==> config.mk <==
export PLATFORM = sky130hd
export DESIGN_NAME = match_controller
export DESIGN_NICKNAME = d
export VERILOG_FILES = /design/src/rtl/match_controller.sv
export SDC_FILE = /design/constraint.sdc
export NUM_CORES = 1
export LEC_CHECK = 0
export BUFFER_PORTS_ARGS = -buffer_cell sky130_fd_sc_hd__buf_4
export CORE_UTILIZATION = 45
export DETAILED_ROUTE_END_ITERATION = 10
export GPL_ROUTABILITY_DRIVEN = 0
export HOLD_SLACK_MARGIN = 0.1
export PLACE_DENSITY = 0.75
export SYNTH_ARGS = -nofsm -noshare
export SYNTH_HDL_FRONTEND = slang
export SYNTH_SLANG_ARGS = --single-unit
==> constraint.sdc <==
create_clock -name clk_i -period 2.2 [get_ports clk_i]
set_input_delay 0.33 -clock clk_i [delete_from_list [all_inputs] [get_ports clk_i]]
set_output_delay 0.33 -clock clk_i [all_outputs]
set_load 0.03 [all_outputs]
==> src/rtl/match_controller.sv <==
// rtl/match_controller.sv - match FSM, per-player scores and frame tick generator for pong
module match_controller #(
  parameter int NUM_PLAYERS  = 2,
  parameter int SCORE_W      = 4,
  parameter int WIN_SCORE    = 3,
  parameter int FRAME_DIV    = 200000,
  parameter int SERVE_FRAMES = 60,
  parameter int POINT_FRAMES = 90,
  parameter int PID_W        = 2
) (
  input  logic                           clk_i,
  input  logic                           rst_i,
  input  logic                           start_i,
  input  logic                           pause_i,
  input  logic                           point_valid_i,
  input  logic [PID_W-1:0]               point_player_i,
  output logic                           frame_tick_o,
  output logic                           ball_run_o,
  output logic                           ball_reset_o,
  output logic [NUM_PLAYERS*SCORE_W-1:0] scores_o,
  output logic [PID_W-1:0]               winner_o,
  output logic                           winner_valid_o,
  output logic [2:0]                     state_o
);

  localparam int CNT_W  = $clog2(FRAME_DIV + 1);
  localparam int CD_MAX = (SERVE_FRAMES > POINT_FRAMES) ? SERVE_FRAMES : POINT_FRAMES;
  localparam int CD_W   = $clog2(CD_MAX + 1);
  localparam int SC_W   = NUM_PLAYERS * SCORE_W;

  typedef enum logic [2:0] {
    IDLE     = 3'd0,
    SERVE    = 3'd1,
    PLAY     = 3'd2,
    POINT    = 3'd3,
    PAUSE    = 3'd4,
    GAMEOVER = 3'd5
  } state_e;

  state_e             state_q, state_d, saved_q, saved_d;
  logic [CNT_W-1:0]   cnt_q, cnt_d;
  logic               tick_q;
  logic [CD_W-1:0]    cd_q, cd_d;
  logic [SC_W-1:0]    scores_q, scores_d;
  logic [PID_W-1:0]   winner_q, winner_d;
  logic               winner_valid_q, ball_run_q, ball_reset_q;
  logic               point_ok;
  logic [SCORE_W-1:0] cur_score, new_score;

  assign cnt_d    = (cnt_q == CNT_W'(FRAME_DIV - 1)) ? '0 : cnt_q + CNT_W'(1);
  assign point_ok = point_valid_i && (32'(point_player_i) < NUM_PLAYERS);

  always_comb begin
    cur_score = '0;
    for (int p = 0; p < NUM_PLAYERS; p++) begin
      if (point_player_i == PID_W'(p)) cur_score = scores_q[p*SCORE_W +: SCORE_W];
    end
    new_score = cur_score + SCORE_W'(1);
  end

  // Priority within a cycle: start > point > pause > countdown expiry.
  always_comb begin
    state_d  = state_q;
    saved_d  = saved_q;
    cd_d     = cd_q;
    scores_d = scores_q;
    winner_d = winner_q;
    case (state_q)
      IDLE: begin
        if (start_i) begin
          state_d  = SERVE;
          cd_d     = CD_W'(SERVE_FRAMES - 1);
          scores_d = '0;
        end
      end
      SERVE, POINT: begin
        if (start_i) begin
          state_d = IDLE;
        end else if (pause_i) begin
          saved_d = state_q;
          state_d = PAUSE;
        end else if (tick_q) begin
          if (cd_q == '0) begin
            if (state_q == SERVE) begin
              state_d = PLAY;
            end else begin
              state_d = SERVE;
              cd_d    = CD_W'(SERVE_FRAMES - 1);
            end
          end else begin
            cd_d = cd_q - CD_W'(1);
          end
        end
      end
      PLAY: begin
        if (start_i) begin
          state_d = IDLE;
        end else if (point_ok) begin
          for (int p = 0; p < NUM_PLAYERS; p++) begin
            if (point_player_i == PID_W'(p)) scores_d[p*SCORE_W +: SCORE_W] = new_score;
          end
          if (new_score == SCORE_W'(WIN_SCORE)) begin
            state_d  = GAMEOVER;
            winner_d = point_player_i;
          end else begin
            state_d = POINT;
            cd_d    = CD_W'(POINT_FRAMES - 1);
          end
        end else if (pause_i) begin
          saved_d = PLAY;
          state_d = PAUSE;
        end
      end
      PAUSE: begin
        if (start_i)      state_d = IDLE;
        else if (pause_i) state_d = saved_q;
      end
      GAMEOVER: begin
        if (start_i) state_d = IDLE;
      end
      default: state_d = IDLE;
    endcase
  end

  always_ff @(posedge clk_i or posedge rst_i) begin
    if (rst_i) begin
      state_q        <= IDLE;
      saved_q        <= IDLE;
      cnt_q          <= '0;
      tick_q         <= 1'b0;
      cd_q           <= '0;
      scores_q       <= '0;
      winner_q       <= '0;
      winner_valid_q <= 1'b0;
      ball_run_q     <= 1'b0;
      ball_reset_q   <= 1'b1;
    end else begin
      state_q        <= state_d;
      saved_q        <= saved_d;
      cnt_q          <= cnt_d;
      tick_q         <= (cnt_d == CNT_W'(FRAME_DIV - 1));
      cd_q           <= cd_d;
      scores_q       <= scores_d;
      winner_q       <= winner_d;
      winner_valid_q <= (state_d == GAMEOVER);
      ball_run_q     <= (state_d == PLAY);
      ball_reset_q   <= (state_d == IDLE) || (state_d == SERVE) ||
                        (state_d == POINT) || (state_d == GAMEOVER);
    end
  end

  assign frame_tick_o   = tick_q;
  assign ball_run_o     = ball_run_q;
  assign ball_reset_o   = ball_reset_q;
  assign scores_o       = scores_q;
  assign winner_o       = winner_q;
  assign winner_valid_o = winner_valid_q;
  assign state_o        = state_q;

endmodule

# After elaboration in Yosys (flattened, before gate mapping)
# Cells that the tools add are included.
# classes
n_addsub,3
n_lt_le_gt_ge,1
n_eq_ne,26
n_mux,39
bitwise_logic,1
reduce_logical,17
# op_table
cell,count
$mux 7,9
$mux 3,17
$eq 18x18->1 const B,2
$mux 8,3
$ne 2x2->1 const B,12
$pmux 7 s3,1
$add 18x1->18 const B,1
$mux 18,1
$mux 4,4
$pmux 8 s2,1
$pmux 3 s5,1
$eq 3x2->1 const B,4
$reduce_and 5->1,2
$eq 3x3->1 const B,3
$reduce_and 9->1,1
$logic_not 7->1,1
$sub 7x1->7 const B,1
$eq 3x1->1 const B,2
$logic_not 3->1,2
$pmux 3 s2,1
$reduce_and 6->1,1
$add 4x1->4 const B,1
$eq 4x2->1 const B,1
$reduce_and 4->1,1
other kinds (11),14
# word_totals
regBits,45
out_inout_bits,17

# Depth between registers and ports, before layout
# Gate-level depths: netlist (run 1).
# depth
word_depth,13
depth_mapped,11
ltp_nobuf,10

# Worst setup path before layout (run 1)
# No wires, ideal clock.
# synth_path
path_kind,reg-to-reg
startpoint,"reg scores_q[4], in the netlist scores_o[4]"
endpoint,reg cd_q[3]
setup_ps,122
t_arrival_ps,2343
slack_ps,-265
path_stages_with_launch,10
path_buffers,0
cell_sequence,dfrtp_1 -> mux2i_1 -> or2_2 -> inv_1 -> ha_1 -> xor2_2 -> nand2_1 -> o41ai_4 -> mux2i_1 -> nor2_1
# synth_between
elab_chain_cells,5
# synth_rtl
item,line,text
start: declaration,44,"logic [SC_W-1:0] scores_q, scores_d;"
start signal: assignment,143,scores_q <= scores_d;
$mux 4,56,if (point_player_i == PID_W'(p)) cur_score = scores_q[p*SCORE_W +: SCORE_W];
$add 4x1->4,58,new_score = cur_score + SCORE_W'(1);
$eq 4x2->1,102,if (new_score == SCORE_W'(WIN_SCORE)) begin
$ne 2x2->1 (no line),n/a,
$reduce_and 9->1 (no line),n/a,
end signal: assignment,131,cd_q <= '0;
end signal: assignment,142,cd_q <= cd_d;
end: declaration,43,"logic [CD_W-1:0] cd_q, cd_d;"
# No other way between the ends.
# A chain may end at the register's enable or synchronous reset.

# Final worst setup path (run 1)
# layout_path
startpoint,"reg scores_q[0], in the netlist scores_o[0]"
endpoint,reg cd_q[0]
# layout_between
elab_chain_cells,6
# layout_rtl
item,line
$mux 4 (2 in series),56
$add 4x1->4,58
$eq 4x2->1,102
$ne 2x2->1 (no line),n/a
$reduce_and 9->1 (no line),n/a
# No other way between the ends.

==> metrics.md, run 1 <==
| Metric | Value |
|---|---|
| Status | completed |
| Top FF cell, synth | dfrtp_1 |
| Count leader, synth | dfrtp_1 |
| Crit path DAT | roughly 2.3 ns |
| Antenna-violating nets left | 0 |
| Diode count | 0 |
| Synth area leader | dfrtp_1 |
| Rows | 27 |
| Layout area overhead | 22.7% |
| Critical-path cell list | mux2i_2 > or2_4 > inv_4 > ha_4 > xor2_4 > nand2_1 > o41ai_4 > buf_4 > o21ai_0 > o21ai_0 |
| Port Buffers | 23 |
| Highest cell delay on the worst timing path | 0.44 ns |
| DIE WIDTH | just under 80 um |
| Critical path class | reg -> reg |
| Simple-Gate Fraction of Synth Area | 0.249 |
| Post-Synth Adder-Cell Area | 0.0146 |
| CTS Buffer Depth | 2 |
| Seq/Total Area, Yosys | 0.438 |
| Crit path max-delay family | compound AO/OA/AOI/OAI gates |
| Power Density | about 630 nW/um^2 |
| Share of layout cells above drive strength 1 | 0.288 |
| First-pass iteration count of the detailed router | 4 |
| Share of synthesized area spent on multiplexers | 0.0598 |
| Largest net degree at the start of global routing | 46 |
| Xor and xnor area share after synthesis | 0.0710 |
| Crit path buffers/inverters | 2 |
| Num CTS Buffers | 5 |
| Worst Path Required | approximately 2.4 ns |
| Syn nets | about 280 |
| Synth Area per Inst | 9.64 um^2 |
| CP max-delay cell | dfrtp_2 |
| Leakage power | approximately 0.0014 uW |
| Overflow after GRT | 0 |
| Fin area | ~3200 um^2 |
| Clk sink count | 45 |
| Die Area | 6030 um^2 |
| Flops & latches, synth | 45 |
| Final WS setup | roughly 0.091 ns |
| Most used cell along the critical path | o21ai_0 |
| Library cells used by synthesis | 53 |
| Num ports | 24 |
| Die Y | 77.6 um |
| Vias/cell | ~5.5 |
| Setup crit start kind | flop |
| First-pass GRT wire length | 9350 um |
| WL final | around 5500 um |
| Commonest cells in the netlist | 44 x dfrtp_1, 25 x nand2_1, 17 x o21ai_0 |
| Hold Path Class | in -> reg |
| CP Launch Point | scores_o[0] |
| Number of global-route vias before repair | 2,080 |
| Placed cell count | approximately 370 |
| CTS tree | done |
| Clock skew | between 0.01 and 0.015 ns |
| Compound-Gate Fraction of Synth Area | 0.122 |
| Main combinational cell family by area after synthesis | simple AND/OR/NAND/NOR gates |
| Initial core utilization | 0.467 |
| Fin crit share | 0.959 |
| Top cell type's share of synthesized area | 0.428 |
| First DRT Iteration DRCs | 85 |
| Post-synth EDFFs | 0 |
| Post-Synthesis Cell Area | ~2600 um^2 |
| Via count | 2,120 |
| Crit path capture type | flop |
| Min-delay src | start_i |
| CP max FO | 5 |
| Fin nets | 321 |
| Fin cells | between 300 and 400 |
| # DRC | 0 |
| Hold Violations, Final | 0 |
| Final Critical Period | 2.11 ns |
| Warnings, synthesis | 0 |
| H-tree Lvls | 2 |
| RSZ-0062 raised after global routing | false |
| Setup TNS Final | 0 ns |
| Mapped Cells | about 270 |
| Hpwl dp | approximately 4000 um |
| Area contributors post-synth | dfrtp_1 43%, mux2_2 3.9%, nand2_1 3.6% |
| Wire per inst | roughly 14 um |
| R2r startpoint | scores_o[0] |
| Rel. slew slack | 0.625 |
| Root Driver | clkbuf_8 |
| Final setup violation count | 0 |
| Max-slew violations | 0 |
| Worst-Margin Slew | about 0.56 ns |
| Later-pin clock latency in the skew report | between 0.2 and 0.3 ns |
| DP Area | ~3000 um^2 |
| Max-cap violation count | 0 |
| Pre-CTS setup slack | -0.0939 ns |
| Max VDD drop | around 0.33 mV |
| Antenna violations before repair | 0 |
| Final Core Density | 0.574 |
| CORE AREA | ~5500 um^2 |
| Max Freq | 474 MHz |
| Total GRT Usage | 0.195 |
| Asr flop ratio synth | 1.00 |
| CTS clk-pin slew, worst paths | about 0.090 ns |
area by class of cell:
cell class	count	area, um^2
fill	478	2350
multi-input combinational	199	1420
sequential	45	1130
timing repair buffer	50	388
clock buffer	8	90.1
tap	72	90.1
inverter	10	40.0
worst register-to-register path: cells and delay by family (launching register included):
kind | cells | cell delay, ns
AO/OA/AOI/OAI | 3 | 0.51
XOR/XNOR | 1 | 0.19
adder cells (fa/ha/maj) | 1 | 0.17
buffers and inverters | 2 | 0.25
flip-flops | 1 | 0.44
multiplexers | 1 | 0.18
AND/OR/NAND/NOR | 2 | 0.28
report_power, final:
group          switching (uW)  internal, uW
combinational             287           237
sequential               43.9           887
clock                     266           257
flip-flops by register name, summed over array words and instances (netlist names), 2 cells and up:
register  cells
saved_q       3
scores_o      8
cd_q          7
state_o       3
winner_o      2
cnt_q        18
through the flow:
stage	power, uW	hold slack (ns)
2_1_floorplan	1240	0.445
3_3_place_gp	1410	0.392
3_5_place_dp	1430	0.396
4_1_cts	1960	0.400
5_1_grt	2090	0.444
6_report	1980	0.413
routing by layer:
metal  part of all wire  track usage
met4             0.0054       0.0623
met2               0.49        0.335
met5                  0            0
met3              0.038       0.0388
met1               0.46        0.246
layout by cell type (no fill, tap or decap), types with 3 or more instances in the layout:
| master | count |
|---|---|
| dfrtp_2 | 5 |
| a21oi_1 | 12 |
| buf_4 | 47 |
| dfrtp_1 | 39 |
| nand2b_1 | 4 |
| mux2_2 | 9 |
| nor3b_1 | 4 |
| xnor2_1 | 10 |
| and3_1 | 8 |
| xor2_1 | 9 |
| o21ai_0 | 16 |
| or3_1 | 4 |
| nor2_1 | 15 |
| nand2_1 | 25 |
| nand4_1 | 6 |
| nor3_1 | 5 |
| nor4_1 | 3 |
| inv_1 | 8 |
| clkbuf_8 | 6 |
| nor2b_1 | 5 |
| nand3_1 | 15 |
repair_timing:
action / in CTS / in global routing
hold endpoints to repair: 44 / 0
hold buffers: 1 / 0
cloned: 0 / 1
setup endpoints to repair: 1 / 11
pin swaps: 0 / 2
buffers inserted: 0 / 1
gates resized for setup: 1 / 15
final timing paths:
path                                endpoint  slack, ns  depth (start not counted)
worst min-delay path              saved_q[1]       0.41                          4
worst min register to register    saved_q[1]       0.49                          2
min in group asynchronous         state_o[0]       0.64                          4
max in group asynchronous       ball_reset_o       1.30                          4
worst max register to register       cd_q[0]       0.09                         10
worst max-delay path                 cd_q[0]       0.09                         10
kinds of logic after synthesis:
logic type      count (synthesis)
compound gates                 47
xor+xnor                       20
fa+ha+maj                       3
buf+inv                        23
flops                          45
mux                            13
simple gates                  116
Power figures use the tool's default switching activity.
==> inputs of run 2 (changes only) <==
--- a/config.mk
+++ b/config.mk
@@ -6,6 +6,8 @@
 export NUM_CORES = 1
 export LEC_CHECK = 0
 export BUFFER_PORTS_ARGS = -buffer_cell sky130_fd_sc_hd__buf_4
+export CAP_MARGIN = 25
+export CORE_ASPECT_RATIO = 0.5
 export CORE_UTILIZATION = 45
 export DETAILED_ROUTE_END_ITERATION = 10
 export GPL_ROUTABILITY_DRIVEN = 0
==> metrics.md, run 2 (synthesis gave the netlist of run 1 again) <==
| Metric | Value |
|---|---|
| Crit path max-delay family | flip-flops |
| Sw Share | 0.289 |
| Crit path DAT | around 2.3 ns |
| First-pass GRT wire length | ~9500 um |
| Largest net degree at the start of global routing | 35 |
| CP max-delay cell | dfrtp_2 |
| Reg2Reg Setup Slack | 0.12 ns |
| Number of global-route vias before repair | 2,068 |
| Filler instances | about 470 |
| Highest cell delay on the worst timing path | about 0.42 ns |
| Status | complete, but fails checks |
| H-tree Lvls | 2 |
| Worst Path Required | approximately 2.4 ns |
| DIE WIDTH | ~110 um |
| Net Sw Power | between 600 and 700 uW |
| First DRT Iteration DRCs | around 150 |
| Share of layout cells above drive strength 1 | 0.282 |
| Hold Path Class | in -> reg |
| CORE AREA | between 5000 and 6000 um^2 |
| Setup TNS Final | 0 ns |
| Failing checks | DRC |
| CTS clk-pin slew, worst paths | 0.06 ns |
| Num CTS Buffers | 5 |
| Overflow after GRT | 0 |
| Die Area | about 6000 um^2 |
| # DRC | 1 |
| Leakage power | approximately 0.0014 uW |
| Pre-CTS setup slack | -0.0146 ns |
| Total GRT Usage | 0.199 |
| Via count | ~2,200 |
| Max Freq | 480 MHz |
| WL final | 5600 um |
| Critical-path cell list | mux2i_2 > or2_4 > inv_4 > ha_4 > xor2_4 > nand2_2 > o41ai_4 > buf_6 > mux2i_1 > nor2_1 |
| Rows | 19 |
| Int Power | around 1500 uW |
| Clock skew | roughly 0.0073 ns |
| CTS tree | done |
| Clock Power Share | 0.344 |
| Gate power share | 0.211 |
| Wire per inst | roughly 15 um |
| DP Area | slightly below 3000 um^2 |
| Worst-Margin Slew | just over 0.5 ns |
| Vias/cell | about 5.6 |
| Crit path capture type | flop |
| Port Buffers | 23 |
| Initial core utilization | 0.469 |
| Most common cell after layout, fill and taps aside | buf_4 |
| Crit path buffers/inverters | 2 |
| Root Driver | clkbuf_16 |
| Power Density | roughly 670 nW/um^2 |
| Max VDD drop | 0.394 mV |
| Die Y | 55.5 um |
| Final setup violation count | 0 |
| Hold Violations, Final | 0 |
| Biggest register | cnt_q |
| Antenna violations before repair | 0 |
| Max-slew violations | 0 |
| Clk sink count | 45 |
| Final Critical Period | 2.08 ns |
| Number of flip-flops in the largest register | 18 |
| Final WS setup | 0.118 ns |
| Critical path class | reg -> reg |
| Diode count | 0 |
| Max-cap violation count | 0 |
| Fin area | about 3200 um^2 |
| Later-pin clock latency in the skew report | around 0.29 ns |
| RSZ-0062 raised after global routing | false |
| CTS Buffer Depth | 2 |
| CP max FO | 8 |
| Hpwl dp | about 4000 um |
| Num ports | 24 |
| Sequential share of power | 0.445 |
| Rel. slew slack | 0.661 |
| Layout area overhead | 24.0% |
| Fin nets | approximately 320 |
| Fin crit share | 0.946 |
| Setup crit start kind | flop |
| Commonest cells after routing, fill and taps aside | 47 x buf_4, 40 x dfrtp_1, 24 x nand2_1, 16 x o21ai_0 |
| Antenna-violating nets left | 0 |
| First-pass iteration count of the detailed router | 7 |
## run 2: routing by layer
metal | routed length [um] | vias up | global-route usage
li1 | - | 1034 | -
met1 | 2560 | 1079 | 0.262
met2 | 2780 | 53 | 0.335
met3 | 215 | 7 | 0.0401
met4 | 50 | 0 | 0.0521
met5 | 0 | - | 0
## run 2: path summary, 6_finish.rpt
check,endpoint,start,cells past startpoint
worst min register to register,winner_o[1],winner_o[1],1
worst max register to register,cd_q[3],scores_o[4],10
min in group asynchronous,cnt_q[4],rst_i,3
max in group asynchronous,ball_reset_o,rst_i,4
worst min-delay path,saved_q[1],start_i,4
worst max-delay path,cd_q[3],scores_o[4],10
## run 2: worst register-to-register path, cell delays in order (launching register included)
cell and delay [ns]:
dfrtp_2 0.42, mux2i_2 0.18, or2_4 0.17, inv_4 0.04
ha_4 0.17, xor2_4 0.21, nand2_2 0.09, o41ai_4 0.30
buf_6 0.17, mux2i_1 0.18, nor2_1 0.05
## run 2: final cells by class
type                    count  area [um^2]  area share
flip-flops and latches     45         1130       0.355
well taps                  73         91.3      0.0286
inverters                  10         40.0      0.0125
clock buffers               6          129      0.0404
multi-input cells         199         1390       0.437
repair buffers             50          394       0.124
clock inverters             2         10.0     0.00314
## run 2: power by group through the flow
stage               registers (uW)  clock network (uW)  logic (uW)
floorplan                      976                   0         259
global placement               955                   0         416
detailed placement             958                   0         432
CTS                            943                 740         435
global route                   952                 773         502
finish                         944                 729         449
## run 2: per-stage QoR
step / util / hold WS, ns / total power, uW / instances
final: 0.581 / 0.414 / 2120 / 385
after global routing: 0.581 / 0.461 / 2230 / 385
after CTS: 0.567 / 0.412 / 2120 / 381
after detailed placement: 0.539 / 0.320 / 1390 / 372
after global placement: 0.539 / 0.305 / 1370 / 372
after floorplan: - / 0.445 / 1240 / 267
## run 2: repair_timing
item | 4_1_cts | 5_1_grt
hold buffers | 1 | 0
endpoints found under the setup margin | 2 | 8
endpoints found under the hold margin | 11 | 0
gates resized for setup | 1 | 10
pin swaps | 0 | 2
setup buffers | 0 | 4
